**src/rtl/rsp_s2_prep_pkg.sv**
```systemverilog
// Shared types and AXI4 read-channel constants for the stage-2 prep read master.
package rsp_s2_prep_pkg;

  typedef enum logic [2:0] {
    ST_IDLE      = 3'd0,
    ST_WAIT_ROOM = 3'd1,
    ST_AR        = 3'd2,
    ST_RDATA     = 3'd3,
    ST_DONE      = 3'd4
  } rd_state_e;

  localparam logic [1:0] AXI_BURST_INCR = 2'd1;
  localparam logic [2:0] AXI_SIZE_16B   = 3'd4;
  localparam logic [1:0] AXI_RESP_OKAY  = 2'd0;
  localparam logic [3:0] RD_ID          = 4'd1;

  // AXI size encoding for a bus of the given byte width
  function automatic logic [2:0] axi_size_f(input int unsigned bytes);
    return 3'($clog2(bytes));
  endfunction

endpackage

```
**src/rtl/axi_v4_rd_if.sv**
```systemverilog
// AXI4 read address / read data channel bundle.
interface axi_v4_rd_if #(
  parameter int unsigned DATA_WIDTH = 128,
  parameter int unsigned ADDR_WIDTH = 32,
  parameter int unsigned ID_WIDTH   = 4
);
  logic [ID_WIDTH-1:0]   arid;
  logic [ADDR_WIDTH-1:0] araddr;
  logic [7:0]            arlen;
  logic [2:0]            arsize;
  logic [1:0]            arburst;
  logic [3:0]            arcache;
  logic [2:0]            arprot;
  logic                  arlock;
  logic                  arvalid;
  logic                  arready;
  logic [ID_WIDTH-1:0]   rid;
  logic [DATA_WIDTH-1:0] rdata;
  logic [1:0]            rresp;
  logic                  rlast;
  logic                  rvalid;
  logic                  rready;

  modport master (
    output arid, araddr, arlen, arsize, arburst, arcache, arprot, arlock, arvalid, rready,
    input  arready, rid, rdata, rresp, rlast, rvalid
  );

  modport slave (
    input  arid, araddr, arlen, arsize, arburst, arcache, arprot, arlock, arvalid, rready,
    output arready, rid, rdata, rresp, rlast, rvalid
  );
endinterface

```
**src/rtl/rsp_s2_prep_axi4_m_rd.sv**
```systemverilog
// AXI4 read master: fetches one frame as fixed-length INCR bursts into a downstream
// FIFO, requesting a burst only when the FIFO can absorb all of it.
module rsp_s2_prep_axi4_m_rd
  import rsp_s2_prep_pkg::*;
#(
  parameter int unsigned DATA_WIDTH = 128,
  parameter int unsigned ADDR_WIDTH = 32,
  parameter int unsigned DATA_NUM   = 1024,
  parameter int unsigned BURST_LEN  = 8,
  parameter int unsigned INIT_ADDR  = 32'd0,
  parameter int unsigned ADD_ADDR   = 32'd128,
  parameter int unsigned END_ADDR   = 32'd16384,
  parameter int unsigned FIFO_CNT   = 7,
  parameter int unsigned FIFO_DEPTH = 128
) (
  input  logic                  clk,
  input  logic                  rst,
  input  logic                  i_start,
  input  logic [FIFO_CNT:0]     fifo_word_counter,
  output logic [DATA_WIDTH-1:0] o_data,
  output logic                  o_data_valid,
  output logic                  o_busy,
  output logic                  o_finish,
  output logic                  o_err,
  axi_v4_rd_if.master           m_axi_rd
);

  localparam int unsigned BURST_NUM = DATA_NUM / BURST_LEN;
  localparam int unsigned BURST_W   = $clog2(BURST_NUM) + 1;
  localparam int unsigned BEAT_W    = $clog2(BURST_LEN) + 1;
  localparam int unsigned FCNT_W    = FIFO_CNT + 1;

  localparam logic [BURST_W-1:0]    LAST_BURST_C = BURST_W'(BURST_NUM - 1);
  localparam logic [BEAT_W-1:0]     LAST_BEAT_C  = BEAT_W'(BURST_LEN - 1);
  localparam logic [FCNT_W-1:0]     ROOM_C       = FCNT_W'(FIFO_DEPTH - BURST_LEN);
  localparam logic [ADDR_WIDTH-1:0] INIT_ADDR_C  = ADDR_WIDTH'(INIT_ADDR);
  localparam logic [ADDR_WIDTH-1:0] ADD_ADDR_C   = ADDR_WIDTH'(ADD_ADDR);
  localparam logic [ADDR_WIDTH-1:0] END_ADDR_C   = ADDR_WIDTH'(END_ADDR);
  localparam logic [2:0]            ARSIZE_C     = axi_size_f(DATA_WIDTH / 8);

  rd_state_e             state_r;
  logic                  arvalid_r;
  logic                  rready_r;
  logic                  busy_r;
  logic                  finish_r;
  logic                  err_r;
  logic [ADDR_WIDTH-1:0] araddr_r;
  logic [BEAT_W-1:0]     beat_cnt_r;
  logic [BURST_W-1:0]    burst_cnt_r;

  logic [ADDR_WIDTH-1:0] addr_inc_s;
  logic [ADDR_WIDTH-1:0] addr_next_s;
  logic                  room_s;
  logic                  beat_fire_s;
  logic                  last_beat_s;
  logic                  beat_err_s;

  assign room_s      = (fifo_word_counter <= ROOM_C);
  assign beat_fire_s = m_axi_rd.rvalid & rready_r;
  assign last_beat_s = (beat_cnt_r == LAST_BEAT_C);

  // Beat counting is authoritative; rlast, rresp and rid are only checked against it
  assign beat_err_s = beat_fire_s &
                      ((m_axi_rd.rlast != last_beat_s) |
                       (m_axi_rd.rresp != AXI_RESP_OKAY) |
                       (m_axi_rd.rid != RD_ID));

  // Next burst address, wrapping back to the frame base at the exclusive limit
  always_comb begin
    addr_inc_s = araddr_r + ADD_ADDR_C;
    if (addr_inc_s >= END_ADDR_C) begin
      addr_next_s = INIT_ADDR_C;
    end else begin
      addr_next_s = addr_inc_s;
    end
  end

  // Frame sequencing: room check, address phase, beat collection, completion
  always_ff @(posedge clk) begin
    if (rst) begin
      state_r     <= ST_IDLE;
      arvalid_r   <= 1'b0;
      rready_r    <= 1'b0;
      busy_r      <= 1'b0;
      finish_r    <= 1'b0;
      err_r       <= 1'b0;
      araddr_r    <= INIT_ADDR_C;
      beat_cnt_r  <= '0;
      burst_cnt_r <= '0;
    end else begin
      finish_r <= 1'b0;
      case (state_r)
        ST_IDLE: begin
          if (i_start) begin
            state_r     <= ST_WAIT_ROOM;
            busy_r      <= 1'b1;
            err_r       <= 1'b0;
            araddr_r    <= INIT_ADDR_C;
            beat_cnt_r  <= '0;
            burst_cnt_r <= '0;
          end
        end
        ST_WAIT_ROOM: begin
          if (room_s) begin
            state_r   <= ST_AR;
            arvalid_r <= 1'b1;
          end
        end
        ST_AR: begin
          if (m_axi_rd.arready) begin
            state_r   <= ST_RDATA;
            arvalid_r <= 1'b0;
            rready_r  <= 1'b1;
          end
        end
        ST_RDATA: begin
          if (beat_fire_s) begin
            if (beat_err_s) begin
              err_r <= 1'b1;
            end
            if (last_beat_s) begin
              beat_cnt_r  <= '0;
              burst_cnt_r <= burst_cnt_r + BURST_W'(1);
              araddr_r    <= addr_next_s;
              rready_r    <= 1'b0;
              if (burst_cnt_r == LAST_BURST_C) begin
                state_r  <= ST_DONE;
                finish_r <= 1'b1;
                busy_r   <= 1'b0;
              end else begin
                state_r <= ST_WAIT_ROOM;
              end
            end else begin
              beat_cnt_r <= beat_cnt_r + BEAT_W'(1);
            end
          end
        end
        ST_DONE: begin
          state_r <= ST_IDLE;
        end
        default: begin
          state_r   <= ST_IDLE;
          arvalid_r <= 1'b0;
          rready_r  <= 1'b0;
          busy_r    <= 1'b0;
        end
      endcase
    end
  end

  assign m_axi_rd.arid    = RD_ID;
  assign m_axi_rd.araddr  = araddr_r;
  assign m_axi_rd.arlen   = 8'(BURST_LEN - 1);
  assign m_axi_rd.arsize  = ARSIZE_C;
  assign m_axi_rd.arburst = AXI_BURST_INCR;
  assign m_axi_rd.arcache = 4'd0;
  assign m_axi_rd.arprot  = 3'd0;
  assign m_axi_rd.arlock  = 1'b0;
  assign m_axi_rd.arvalid = arvalid_r;
  assign m_axi_rd.rready  = rready_r;

  // Read data goes straight to the FIFO write port with no added latency
  assign o_data       = m_axi_rd.rdata;
  assign o_data_valid = beat_fire_s;
  assign o_busy       = busy_r;
  assign o_finish     = finish_r;
  assign o_err        = err_r;

endmodule

```
**src/flat_wrapper.sv**
```systemverilog
// flat-port wrapper written by rule: the top's interface ports become plain ports
module rsp_s2_prep_axi4_m_rd_flat import rsp_s2_prep_pkg::*;
#(
  parameter int unsigned DATA_WIDTH = 128,
  parameter int unsigned ADDR_WIDTH = 32,
  parameter int unsigned DATA_NUM   = 1024,
  parameter int unsigned BURST_LEN  = 8,
  parameter int unsigned INIT_ADDR  = 32'd0,
  parameter int unsigned ADD_ADDR   = 32'd128,
  parameter int unsigned END_ADDR   = 32'd16384,
  parameter int unsigned FIFO_CNT   = 7,
  parameter int unsigned FIFO_DEPTH = 128
)
  (clk, rst, i_start, fifo_word_counter, o_data, o_data_valid, o_busy, o_finish, o_err, m_axi_rd_arid, m_axi_rd_araddr, m_axi_rd_arlen, m_axi_rd_arsize, m_axi_rd_arburst, m_axi_rd_arcache, m_axi_rd_arprot, m_axi_rd_arlock, m_axi_rd_arvalid, m_axi_rd_rready, m_axi_rd_arready, m_axi_rd_rid, m_axi_rd_rdata, m_axi_rd_rresp, m_axi_rd_rlast, m_axi_rd_rvalid);
  axi_v4_rd_if #(.DATA_WIDTH(DATA_WIDTH), .ADDR_WIDTH(ADDR_WIDTH), .ID_WIDTH(4)) m_axi_rd_i ();
  input  logic clk;
  input  logic rst;
  input  logic i_start;
  input  logic [FIFO_CNT:0] fifo_word_counter;
  output logic [DATA_WIDTH-1:0] o_data;
  output logic o_data_valid;
  output logic o_busy;
  output logic o_finish;
  output logic o_err;
  output wire logic [$bits(m_axi_rd_i.arid)-1:0] m_axi_rd_arid;
  output wire logic [$bits(m_axi_rd_i.araddr)-1:0] m_axi_rd_araddr;
  output wire logic [$bits(m_axi_rd_i.arlen)-1:0] m_axi_rd_arlen;
  output wire logic [$bits(m_axi_rd_i.arsize)-1:0] m_axi_rd_arsize;
  output wire logic [$bits(m_axi_rd_i.arburst)-1:0] m_axi_rd_arburst;
  output wire logic [$bits(m_axi_rd_i.arcache)-1:0] m_axi_rd_arcache;
  output wire logic [$bits(m_axi_rd_i.arprot)-1:0] m_axi_rd_arprot;
  output wire logic [$bits(m_axi_rd_i.arlock)-1:0] m_axi_rd_arlock;
  output wire logic [$bits(m_axi_rd_i.arvalid)-1:0] m_axi_rd_arvalid;
  output wire logic [$bits(m_axi_rd_i.rready)-1:0] m_axi_rd_rready;
  input wire logic [$bits(m_axi_rd_i.arready)-1:0] m_axi_rd_arready;
  input wire logic [$bits(m_axi_rd_i.rid)-1:0] m_axi_rd_rid;
  input wire logic [$bits(m_axi_rd_i.rdata)-1:0] m_axi_rd_rdata;
  input wire logic [$bits(m_axi_rd_i.rresp)-1:0] m_axi_rd_rresp;
  input wire logic [$bits(m_axi_rd_i.rlast)-1:0] m_axi_rd_rlast;
  input wire logic [$bits(m_axi_rd_i.rvalid)-1:0] m_axi_rd_rvalid;
  assign m_axi_rd_arid = m_axi_rd_i.arid;
  assign m_axi_rd_araddr = m_axi_rd_i.araddr;
  assign m_axi_rd_arlen = m_axi_rd_i.arlen;
  assign m_axi_rd_arsize = m_axi_rd_i.arsize;
  assign m_axi_rd_arburst = m_axi_rd_i.arburst;
  assign m_axi_rd_arcache = m_axi_rd_i.arcache;
  assign m_axi_rd_arprot = m_axi_rd_i.arprot;
  assign m_axi_rd_arlock = m_axi_rd_i.arlock;
  assign m_axi_rd_arvalid = m_axi_rd_i.arvalid;
  assign m_axi_rd_rready = m_axi_rd_i.rready;
  assign m_axi_rd_i.arready = m_axi_rd_arready;
  assign m_axi_rd_i.rid = m_axi_rd_rid;
  assign m_axi_rd_i.rdata = m_axi_rd_rdata;
  assign m_axi_rd_i.rresp = m_axi_rd_rresp;
  assign m_axi_rd_i.rlast = m_axi_rd_rlast;
  assign m_axi_rd_i.rvalid = m_axi_rd_rvalid;
  rsp_s2_prep_axi4_m_rd #(.DATA_WIDTH(DATA_WIDTH), .ADDR_WIDTH(ADDR_WIDTH), .DATA_NUM(DATA_NUM), .BURST_LEN(BURST_LEN), .INIT_ADDR(INIT_ADDR), .ADD_ADDR(ADD_ADDR), .END_ADDR(END_ADDR), .FIFO_CNT(FIFO_CNT), .FIFO_DEPTH(FIFO_DEPTH)) u_core (.clk(clk), .rst(rst), .i_start(i_start), .fifo_word_counter(fifo_word_counter), .o_data(o_data), .o_data_valid(o_data_valid), .o_busy(o_busy), .o_finish(o_finish), .o_err(o_err), .m_axi_rd(m_axi_rd_i));
endmodule
```
**config.mk**
```make
export PLATFORM = sky130hd
export DESIGN_NAME = rsp_s2_prep_axi4_m_rd_flat
export DESIGN_NICKNAME = d
export VERILOG_FILES = /design/src/rtl/rsp_s2_prep_pkg.sv /design/src/rtl/axi_v4_rd_if.sv /design/src/rtl/rsp_s2_prep_axi4_m_rd.sv /design/src/flat_wrapper.sv
export SDC_FILE = /design/constraint.sdc
export NUM_CORES = 1
export LEC_CHECK = 0
export CORE_AREA = 2 2 131 133
export CTS_BUF_LIST = sky130_fd_sc_hd__clkbuf_16
export CTS_CLUSTER_DIAMETER = 100
export CTS_CLUSTER_SIZE = 8
export DETAILED_ROUTE_END_ITERATION = 6
export DIE_AREA = 0 0 133 135
export GPL_ROUTABILITY_DRIVEN = 0
export PLACE_DENSITY = 0.68
export SYNTH_ARGS = -nofsm -noshare
export SYNTH_HDL_FRONTEND = slang
export SYNTH_SLANG_ARGS = --single-unit
```
**constraint.sdc**
```tcl
create_clock -name clk -period 5.15 [get_ports clk]
set_input_delay 1.03 -clock clk [delete_from_list [all_inputs] [get_ports clk]]
set_output_delay 1.03 -clock clk [all_outputs]
set_load 0.03 [all_outputs]
```
; ---- After elaboration in Yosys (flattened, before gate mapping)
; Index checks and enable logic that the tools add are counted.
[totals]
rom_bits = 0
mem_bits_rw = 0
n_memories = 0
latchBits = 0
wordCells = 90
out_inout_bits = 191
ff_bits = 52
in_bits = 148
[classes]
order_cmp = 2
muxes = 37
div_mod_pow = 0
reduce_logical = 14
n_bitwise = 10
n_eq_ne = 15
add_sub_neg = 3
mul = 0
n_shift = 0
[ops]
columns = cell, n
row1 = 32-bit two-way mux, 4
row2 = 32-bit case mux with 2 select lines, 1
row3 = 32-bit by 8-bit adder with 32-bit output (second input constant), 1
row4 = 32-bit by 15-bit greater-or-equal comparator with 1-bit output (second input constant), 1
row5 = 8-bit two-way mux, 3
row6 = 3-bit two-way mux, 6
row7 = 8-bit case mux with 2 select lines, 1
row8 = 1-bit two-way mux, 13
row9 = 4-bit two-way mux, 3
row10 = 3-bit case mux with 4 select lines, 1
row11 = 4-bit AND reduction, 3
row12 = 2-bit by 1-bit inequality test with 1-bit output (second input constant), 5
row13 = 5-bit AND reduction, 2
row14 = 1-bit case mux with 3 select lines, 3
row15 = 3-bit OR reduction, 3
row16 = 8-bit by 1-bit adder with 8-bit output (second input constant), 1
row17 = 8-bit by 7-bit equality test with 1-bit output (second input constant), 1
row18 = 8-bit by 7-bit <= comparator with 1-bit output (second input constant), 1
row19 = 4-bit case mux with 2 select lines, 1
row20 = 3-bit by 2-bit equality test with 1-bit output (second input constant), 2
row21 = 1-bit NOT, 6
row22 = 3-bit AND reduction, 2
row23 = 4-bit by 1-bit adder with 4-bit output (second input constant), 1
row24 = 4-bit by 3-bit equality test with 1-bit output (second input constant), 1
row25 = 11 further kinds, 15

; ---- Logic depth before layout (Yosys ltp)
[depth]
word_depth = 8
ltp_mapped = 9
mapped_depth_nobuf = 8

; ---- Worst setup path after synthesis
; Ideal clock, no wire load.
[synth_path]
kind = input -> register
startpoint = input port m_axi_rd_rvalid
endpoint = register u_core.araddr_r[11] (netlist: u_core.m_axi_rd.araddr[11])
n_path_buf = 0
slack_ns = 2.646
arrival_ns = 2.437
t_required_ns = 5.083
cell_stages = 7
path_cell_list = nand2_1 > or3_1 > nor4_2 > o2111ai_2 > nor4_1 > a21oi_1 > o21ai_2
[synth_via]
elab_chain_cells = 3
[synth_rtl]
columns = item, line_no
row1 = start: declaration, flat_wrapper.sv:40  ; input wire logic [$bits(m_axi_rd_i.rvalid)-1:0] m_axi_rd_rvalid;
row2 = 1-bit AND, rsp_s2_prep_axi4_m_rd.sv:59  ; assign beat_fire_s = m_axi_rd.rvalid & rready_r;
row3 = 2-bit by 1-bit inequality test with 1-bit output (no source line), n/a
row4 = 4-bit AND reduction (no source line), n/a
row5 = end signal: assignment, rsp_s2_prep_axi4_m_rd.sv:124  ; araddr_r <= addr_next_s;
row6 = end: declaration, rsp_s2_prep_axi4_m_rd.sv:47  ; logic [ADDR_WIDTH-1:0] araddr_r;
; No other way between the ends.
; A chain may end at the register's enable or synchronous reset.

; ---- Worst setup path after layout
[layout_path]
startpoint = input port m_axi_rd_rvalid
endpoint = output port o_data_valid
[layout_via]
elab_chain_cells = 1
[layout_rtl]
columns = item, line_no
row1 = 1-bit AND, rsp_s2_prep_axi4_m_rd.sv:59
row2 = end: declaration, flat_wrapper.sv:21  ; output logic o_data_valid;
; No other way between the ends.

==> results.yml <==
placed_design:
  dp.cells: 566
  hpwl_um: 6199
  portBuffers: 50
worst_setup_path:
  r2r-end: "u_core.m_axi_rd.araddr[7]"
  critPathMaxFanout: 5
  crit_type: "in2out"
  crit_path_end_kind: "output port"
  r2r_start: "u_core.m_axi_rd.araddr[7]"
  regToRegSetupSlack_ps: 2610
  worstPathRequired_ps: 4120
  r2r_cells: 8
  startpoint_type: "input port"
  cp.arrival_ps: 2400
outcome:
  status: "finished, final reports clean"
timing:
  tns_ps: 0
  fin_skew_ps: 2.887
  holdWs_ps: 479.9
  finalHoldViolations: 0
  maxSlewViolCount: 0
  post-route-min-period_ps: 3434
  rsz0062_at_grt: "false"
  fmax_mhz: 291.2
  slew_headroom_pct: 34.80
  worst_pin_slew_ps: 975.0
  period_share_pct: 66.67
  setup_viol: 0
finish:
  final_common_cell: "clkdlybuf4s50_1"
  num-nets-final: 504
  drive_gt1_share_pct: 5.099
  stdcell_count: 573
  final_core_util_pct: 20.31
  final_cell_mix: "clkdlybuf4s50_1 (50), dfxtp_1 (45), conb_1 (32)"
  antenna_cells: 0
  area_growth_pct: -5.868
  nFillCells: 1815
routing:
  antenna_left: 0
  firstDrtPassIters: 4
  drt_iter0_markers: 75
  routed_via_density: 4.164
  wl_per_cell_um: 13.89
  finalWirelength_um: 7957
  dr_total_vias: 2386
  route.detailed.drc: 0
cts:
  post_cts_resized: 0
  cts.sinks: 45
  clk_root_buffer_cell: "clkbuf_16"
  htreeDepth: 2
  post_cts_buffers: 0
  clk_path_buf_depth: 2
  path_clk_slew_ps: 60
  hold_buffers: 0
  numCtsBuffers: 5
  cts_tree: "done"
  insertion_delay_ps: 290
synthesis:
  synthAdderAreaFrac_pct: 1.060
  yosysWarnings: 0
  synth_edf_count: 0
  synthMuxAreaShare_pct: 1.697
  netlist_instances: 433
  synth_top_family_by_area: "buffers and inverters"
  synthSimpleGateAreaFrac_pct: 23.68
  synth.avg_cell_area_um2: 8.175
  synth-seq-area-share_pct: 25.45
  postSynth.asyncResetShare_pct: 0
  synth-compound-area-share_pct: 9.615
  ys_ff_latch: 45
  syn-cell-area_um2: 3540
  ys_types: 54
  synthFlopType: "dfxtp_1"
  synthXorXnorAreaFrac_pct: 2.722
floorplan:
  die_area_um2: 17960
  die_x_um: 133
  start_util_pct: 21.57
  core_area_um2: 16410
  num_rows: 47
  die_height_um: 135
  ios: 339
global_route:
  gr-usage-all-layers_pct: 8.805
  grt_pass1_vias: 2242
  grt_antenna_before_repair: 0
  grt_max_degree: 28
  grt_remaining_overflow: 0
  grt_pass1_wl_um: 12400
worst_hold_path:
  hold_depth: 2
  hold_class: "reg2reg"
  hp-start: "u_core.beat_cnt_r[1]"
  hold_end: "u_core.beat_cnt_r[1]"
pwr:
  internal_power_w: 0.0005699
  swShare_pct: 27.95
  power_leakage_nw: 1.199
  power_density_nw_per_um2: 237.4
  clkPwrFrac_pct: 38.3
  switching_power_w: 0.0002211
  p_seq_share_pct: 46.7
  power_frac_comb_pct: 15.0
  peakVddDrop_v: 0.0001127
run:
  maxCapViolCount: 0
## flip-flops by register name, summed over array words and instances, names as in the netlist
signal                   cells
u_core.m_axi_rd.araddr      25
u_core.beat_cnt_r            4
u_core.o_finish              1
u_core.burst_cnt_r           8
u_core.o_busy                1
u_core.o_err                 1
u_core.m_axi_rd.arvalid      1
u_core.state_r               3
u_core.m_axi_rd.rready       1
## logic make-up after synthesis
kind of cell / Yosys count
fa+ha+maj: 3
other cells: 2
mux: 6
flops: 45
compound gates: 53
simple gates: 139
buf+inv: 174
xor+xnor: 11
## metrics by stage
step                power (W)  setup slack [ps]  instance area [um2]
floorplan           0.0006645              2646                 3652
global placement    0.0004939              1730                 3199
detailed placement  0.0004947              1728                 3199
CTS                 0.0008031              1720                 3332
global route        0.0008312              1641                 3332
finish              0.0007910              1716                 3332
## critical path: stages
cell,delay (ps)
clkdlybuf4s50_1,450
nand2_1,80
inv_1,140
clkdlybuf4s50_1,700
## per-layer routing
metal / share of wire (%) / global-route usage [%] / up-vias
met4: 7.3 / 7.109 / 0
met1: 40 / 9.481 / 1044
met2: 43 / 13.33 / 147
met5: 0 / 0 / -
li1: - / - / 1133
met3: 10 / 4.054 / 62
## worst max path at each step
stage	startpoint	to	slack, ps	depth (start not counted)
4_1_cts	m_axi_rd_rvalid	o_data_valid	1720	4
3_5_place_dp	m_axi_rd_rvalid	o_data_valid	1730	4
3_3_place_gp	m_axi_rd_rvalid	o_data_valid	1730	4
2_1_floorplan	m_axi_rd_rvalid	u_core.m_axi_rd.araddr[11]	2650	7
5_1_grt	m_axi_rd_rvalid	o_data_valid	1640	4
6_report	m_axi_rd_rvalid	o_data_valid	1720	4
## Yosys cell counts (all sizes together), types with 2 or more instances
cell type | n | share of area, %
nand4b | 7 | 1.7
or3 | 7 | 1.2
buf | 162 | 34
xor2 | 4 | 0.99
conb | 2 | 0.21
mux2i | 6 | 1.7
nor4 | 10 | 3.0
nor3 | 9 | 1.4
nor4b | 2 | 0.49
and2 | 20 | 3.5
inv | 6 | 0.64
nor2 | 24 | 2.5
nand2 | 21 | 2.2
ha | 3 | 1.1
and3 | 6 | 1.1
and3b | 2 | 0.49
a21oi | 23 | 3.3
nand4 | 8 | 1.6
a211oi | 2 | 0.57
a311oi | 3 | 0.74
o21bai | 2 | 0.42
a31oi | 4 | 0.71
o2111ai | 2 | 0.67
nor2b | 2 | 0.35
xnor2 | 7 | 1.7
o21ai | 9 | 1.4
nand2b | 3 | 0.74
clkbuf | 6 | 0.64
and4 | 2 | 0.49
nand3 | 12 | 1.8
dfxtp | 45 | 25
## power groups by stage
| stage | Sequential (W) | Clock [W] | Combinational [W] |
|---|---|---|---|
| floorplan | 0.000376 | 0 | 0.000289 |
| global placement | 0.000376 | 0 | 0.000118 |
| detailed placement | 0.000376 | 0 | 0.000118 |
| CTS | 0.000369 | 0.000316 | 0.000119 |
| global route | 0.000371 | 0.000330 | 0.000130 |
| finish | 0.000369 | 0.000303 | 0.000119 |
## area by class of cell
cell class / count / area [um2] / area share (%)
sequential: 45 / 900.9 / 27.04
inverter: 6 / 22.52 / 0.6759
tap: 220 / 275.3 / 8.261
multi-input combinational: 244 / 1493 / 44.80
clock buffer: 5 / 125.1 / 3.755
timing repair buffer: 51 / 508.0 / 15.25
clock inverter: 2 / 7.507 / 0.2253
No activity file was read; power rests on OpenSTA's default activity.
